<file path="src/rtl/clock_key_ctrl.sv">
`default_nettype none
// ============================================================================
// Module      : clock_key_ctrl
// Description : Button front end and RUN/STOP/SET mode control for the MM:SS
//               counter; emits held step/clear requests and a periodic tick.
// Revision    : 1.0 - initial release
// ============================================================================
module clock_key_ctrl #(
    parameter int DEBOUNCE_CYC = 500_000,
    parameter int TICK_DIV     = 50_000_000
) (
    input  logic       CLOCK_50,
    input  logic       rst_n,
    input  logic       key_run,
    input  logic       key_set,
    input  logic       key_inc,
    input  logic       key_dec,
    input  logic       key_clr,
    output logic       tick,
    output logic       hold,
    output logic       load,
    output logic       plus,
    output logic       det,
    output logic       clr,
    output logic [1:0] mode
);

    localparam int              c_DW        = (DEBOUNCE_CYC > 1) ? $clog2(DEBOUNCE_CYC) : 1;
    localparam int              c_TW        = $clog2(TICK_DIV);
    localparam logic [c_DW-1:0] c_DB_LAST   = c_DW'(DEBOUNCE_CYC - 1);
    localparam logic [c_TW-1:0] c_TICK_LAST = c_TW'(TICK_DIV - 1);

    localparam logic [1:0] c_ST_RUN  = 2'b00;
    localparam logic [1:0] c_ST_STOP = 2'b01;
    localparam logic [1:0] c_ST_SET  = 2'b10;

    localparam int c_K_RUN = 0;
    localparam int c_K_SET = 1;
    localparam int c_K_INC = 2;
    localparam int c_K_DEC = 3;
    localparam int c_K_CLR = 4;

    logic [4:0]      w_keys;
    logic [4:0]      r_sync1;
    logic [4:0]      r_sync2;
    logic [4:0]      w_db;
    logic [4:0]      r_db_d;
    logic [4:0]      w_pulse;
    logic [c_TW-1:0] r_tick_cnt;
    logic            w_tick;
    logic [1:0]      r_mode;
    logic [1:0]      w_mode_nxt;
    logic            w_in_set;
    logic            w_leave_set;
    logic            r_hold;
    logic            r_load;
    logic            r_plus;
    logic            r_det;
    logic            r_clr;

    assign w_keys = {key_clr, key_dec, key_inc, key_set, key_run};

    always_ff @(posedge CLOCK_50 or negedge rst_n) begin
        if (!rst_n) begin
            r_sync1 <= '0;
            r_sync2 <= '0;
            r_db_d  <= '0;
        end else begin
            r_sync1 <= w_keys;
            r_sync2 <= r_sync1;
            r_db_d  <= w_db;
        end
    end

    genvar gi;
    generate
        for (gi = 0; gi < 5; gi++) begin : g_debounce
            logic [c_DW-1:0] r_cnt;
            logic            r_lvl;

            // Counter only advances while the synced input disagrees with the
            // accepted level, so any bounce back resets it.
            always_ff @(posedge CLOCK_50 or negedge rst_n) begin
                if (!rst_n) begin
                    r_cnt <= '0;
                    r_lvl <= 1'b0;
                end else if (r_sync2[gi] == r_lvl) begin
                    r_cnt <= '0;
                end else if (r_cnt == c_DB_LAST) begin
                    r_cnt <= '0;
                    r_lvl <= r_sync2[gi];
                end else begin
                    r_cnt <= r_cnt + 1'b1;
                end
            end

            assign w_db[gi] = r_lvl;
        end
    endgenerate

    assign w_pulse = w_db & ~r_db_d;

    always_ff @(posedge CLOCK_50 or negedge rst_n) begin
        if (!rst_n) begin
            r_tick_cnt <= '0;
        end else if (r_tick_cnt == c_TICK_LAST) begin
            r_tick_cnt <= '0;
        end else begin
            r_tick_cnt <= r_tick_cnt + 1'b1;
        end
    end

    assign w_tick = (r_tick_cnt == c_TICK_LAST);

    always_comb begin
        w_mode_nxt = r_mode;
        case (r_mode)
            c_ST_RUN:  if (w_pulse[c_K_RUN]) w_mode_nxt = c_ST_STOP;
            c_ST_STOP: begin
                if (w_pulse[c_K_RUN])      w_mode_nxt = c_ST_RUN;
                else if (w_pulse[c_K_SET]) w_mode_nxt = c_ST_SET;
            end
            c_ST_SET:  if (w_pulse[c_K_SET]) w_mode_nxt = c_ST_STOP;
            default:   w_mode_nxt = c_ST_STOP;
        endcase
    end

    assign w_in_set    = (r_mode == c_ST_SET);
    assign w_leave_set = w_in_set && w_pulse[c_K_SET];

    // New requests take priority over the tick clear so a press landing in
    // the tick cycle is carried to the next tick.
    always_ff @(posedge CLOCK_50 or negedge rst_n) begin
        if (!rst_n) begin
            r_mode <= c_ST_STOP;
            r_hold <= 1'b1;
            r_load <= 1'b0;
            r_plus <= 1'b0;
            r_det  <= 1'b0;
            r_clr  <= 1'b0;
        end else begin
            r_mode <= w_mode_nxt;
            r_hold <= (w_mode_nxt != c_ST_RUN);
            r_load <= (w_mode_nxt == c_ST_SET);

            if (w_leave_set) begin
                r_plus <= 1'b0;
                r_det  <= 1'b0;
            end else if (w_in_set && (w_pulse[c_K_INC] ^ w_pulse[c_K_DEC])) begin
                r_plus <= w_pulse[c_K_INC];
                r_det  <= w_pulse[c_K_DEC];
            end else if (w_tick) begin
                r_plus <= 1'b0;
                r_det  <= 1'b0;
            end

            if (w_pulse[c_K_CLR]) begin
                r_clr <= 1'b1;
            end else if (w_tick) begin
                r_clr <= 1'b0;
            end
        end
    end

    assign tick = w_tick;
    assign hold = r_hold;
    assign load = r_load;
    assign plus = r_plus;
    assign det  = r_det;
    assign clr  = r_clr;
    assign mode = r_mode;

endmodule
`default_nettype wire
</file>
<file path="config.mk">
export PLATFORM = sky130hd
export DESIGN_NAME = clock_key_ctrl
export DESIGN_NICKNAME = d
export VERILOG_FILES = /design/src/rtl/clock_key_ctrl.sv
export SDC_FILE = /design/constraint.sdc
export NUM_CORES = 1
export LEC_CHECK = 0
export CAP_MARGIN = 20
export CORE_MARGIN = 3
export CORE_UTILIZATION = 55
export CTS_CLUSTER_DIAMETER = 200
export DETAILED_ROUTE_END_ITERATION = 16
export PLACE_DENSITY = 0.79
export SYNTH_ARGS = -nofsm -noshare
export SYNTH_HDL_FRONTEND = slang
export SYNTH_SLANG_ARGS = --single-unit
</file>
<file path="constraint.sdc">
create_clock -name CLOCK_50 -period 2.55 [get_ports CLOCK_50]
set_input_delay 0.3825 -clock CLOCK_50 [delete_from_list [all_inputs] [get_ports CLOCK_50]]
set_output_delay 0.3825 -clock CLOCK_50 [all_outputs]
set_load 0.05 [all_outputs]
</file>
==> impl_metrics.toml <==
[status]
status = "complete, no violations"

[power]
irDropWorstVdd_mv = 0.4756
p_per_area_nw_per_um2 = 619.8
p_total_w = 0.004958
leakage_nw = 3.185

[synth]
synth-edff-count = 0
synth-seq-cells = 148
yosysWarnings = 0
yosysMostFrequentCell = "dfrtp_1"
ys.flop_type = "dfrtp_1"
avgSynthCellArea_um2 = 10.22
synth_top_cell_by_area = "dfrtp_1"
netlist_area_um2 = 7053
synthArstFlopShare = 1.000
yosys.cell_types.count = 48
syn_nets = 703
ys_top_cells_by_count = "146 x dfrtp_1, 85 x nor2_1, 51 x xnor2_1"
yosysSeqAreaShare = 0.5255
postSynthCellCount = 690
synthTopCellsByArea = "dfrtp_1 52%, xnor2_1 6.3%, nor2_1 4.5%"
synth_top_area_share = 0.5180

[clock_tree]
cts_buffers = 17
clk_path_buf_depth = 2
postCtsSetupBuffers = 0
cts.sinks = 148
root_buffer = "clkbuf_16"
clk_pin_slew_ps = 60
worstSkewPairLatency_ps = 430
h-tree-depth = 4
cts_tree = "built"

[worst_setup_path]
arrival_ps = 1980
crit_path_start_kind = "flip-flop"
crit_chain = "ha_1 -> nand2_2 -> nor4_4 -> and4_2 -> buf_12"
endpoint_kind = "primary output"
slowest_delay_ps = 390
cp.required_ps = 2170
cp.depth = 5
rr_worst_depth = 4
path_delay_family = "simple AND/OR/NAND/NOR gates"
crit_buf_inv = 1
ff2ff_setup_slack_ps = 300
cp-endpoint = "tick"
reg2reg_from = "g_debounce[2].r_cnt[14]"
cp_max_fo = 6
crit_type = "flip-flop to primary output"
startpoint = "r_tick_cnt[0]"
worstReg2RegEnd = "g_debounce[2].r_cnt[10]"
critical_path.slowest_cell = "dfrtp_1"

[timing]
finalWorstSetupSlack_ps = 189.7
slew_headroom = 0.5993
finClkSkew_ps = 5.348
hold_violations = 0
rsz0062_at_grt = "no"
finalSetupTns_ps = 0
post-route-min-period_ps = 2360
clock.fmax_mhz = 423.7
setup_violations = 0
worstMarginPinSlew_ps = 595.6
slew_violations = 0
fin_crit_sh = 0.9256

[routing]
initialDrtViolationCount = 318
viasPerCell = 5.715
drt-total-wl_mm = 13.28
first_pass_iters = 4
drc = 0
ant_nets = 0
wire_per_inst_um = 14.84
via_count = 5115

[layout]
antenna_cells = 0
multiInputGateArea_um2 = 3149
area_delta_synth_final_pct = 13.43
regArea_um2 = 3706
final_nets = 727
nFillCells = 956
drive_gt1_frac = 0.1004

[floorplan]
row_count = 40
start_util = 0.5752
die_h_um = 119.2
coreArea_um2 = 12260
die_w_um = 119.2
pin_count = 15
fp.dieArea_um2 = 14220

[place]
numPortBuffers = 14
gp_routability_congestion = 0.8744
post-place-ws_ps = 314.3
dp_hpwl_mm = 9.002

[grt]
gr-total-overflow = 0
grt_pass1_vias = 5128
grt_start_max_net_pins = 66
grt_pass1_wl_mm = 23.58
antenna_found_initial = 0
grt_util_all_layers = 0.2055

[run]
max_cap_viol_count = 0

[hold_path]
hold_class = "flip-flop to flip-flop"
hp-start = "r_sync1[0]"
-- worst reg2reg max path, delay by kind of cell, from the launching register on --
family / cells / cell delay [ps]
flip-flops: 1 / 400
AO/OA/AOI/OAI: 1 / 410
AND/OR/NAND/NOR: 3 / 1300
-- stage by stage --
stage	std cells	cell area, um^2	utilization	hold slack, ps
4_1_cts	895	7988	0.6514	348.8
3_3_place_gp	862	7391	0.6028	334.3
5_1_grt	895	8000	0.6524	362.4
3_5_place_dp	862	7391	0.6028	335.5
6_report	895	8000	0.6524	347.5
2_1_floorplan	690	7053	-	86.91
-- area by class of cell --
type / instances / area share
clock buffer: 23 / 0.05974
clock inverter: 9 / 0.01282
inverter: 30 / 0.01408
multi-input combinational: 493 / 0.3937
sequential: 148 / 0.4632
tap: 168 / 0.02627
timing repair buffer: 24 / 0.03018
-- repair_timing --
item                                   in CTS  in global routing
setup endpoints to repair                   1                  1
resized for setup                           1                  3
hold buffers                                1                  0
endpoints found under the hold margin      61                  0
cloned                                      0                  0
-- placed cells by master (no fill, tap or decap), types with 8 or more instances in the layout --
master / synthesis / layout
dfrtp_1: 146 / 146
nor2_1: 85 / 85
xnor2_1: 51 / 51
nand3_1: 39 / 39
nand2_1: 39 / 38
nand4_1: 33 / 33
xor2_1: 31 / 31
a21oi_1: 31 / 31
inv_1: 30 / 30
o21ai_0: 21 / 21
or3_1: 21 / 21
nor4_1: 19 / 18
or4_1: 18 / 18
clkbuf_16: 0 / 17
nor3_1: 15 / 15
o31ai_1: 13 / 13
clkdlybuf4s50_1: 0 / 12
and4_1: 10 / 9
buf_4: 3 / 8
-- where the power goes --
| part | leakage, nW | switching, W | internal [W] | total, W |
|---|---|---|---|---|
| clock | 0.279 | 0.000912 | 0.00151 | 0.00242 |
| sequential | 2.01 | 0.0000266 | 0.00238 | 0.00240 |
| combinational | 0.895 | 0.0000932 | 0.0000409 | 0.000134 |
-- sequential cells by signal, indices dropped and copies added, names as in the netlist --
signal,cells
clr,1
r_db_d,5
mode,2
r_tick_cnt,26
r_sync1,5
plus,1
g_debounce.r_cnt,95
r_sync2,5
load,1
hold,1
g_debounce.r_lvl,5
det,1
-- per-layer routing --
layer | part of all wire | wire [um] | GRT usage | up-vias
li1 | - | - | - | 2515
met1 | 0.44 | 5832 | 0.2494 | 2507
met2 | 0.51 | 6731 | 0.3472 | 76
met3 | 0.041 | 546 | 0.06505 | 17
met4 | 0.013 | 169 | 0.06879 | 0
met5 | 0 | 0 | 0 | -
-- how the worst min path moves through the flow --
stage,end,cells after the start
2_1_floorplan,clr,0
3_3_place_gp,r_sync2[3],0
3_5_place_dp,r_sync2[0],0
4_1_cts,r_sync2[0],0
5_1_grt,r_sync2[3],0
6_report,r_sync2[0],0
-- cell families (layout without fill, tap and decap cells) --
kind of cell | count (synthesis) | in the layout | synth area share
xor+xnor | 82 | 82 | 0.1018
simple gates | 319 | 319 | 0.2491
fa+ha+maj | 6 | 6 | 0.01064
mux | 5 | 5 | 0.007982
buf+inv | 49 | 86 | 0.03069
compound gates | 81 | 81 | 0.07433
flops | 148 | 148 | 0.5255
Power figures use the tool's default switching activity.
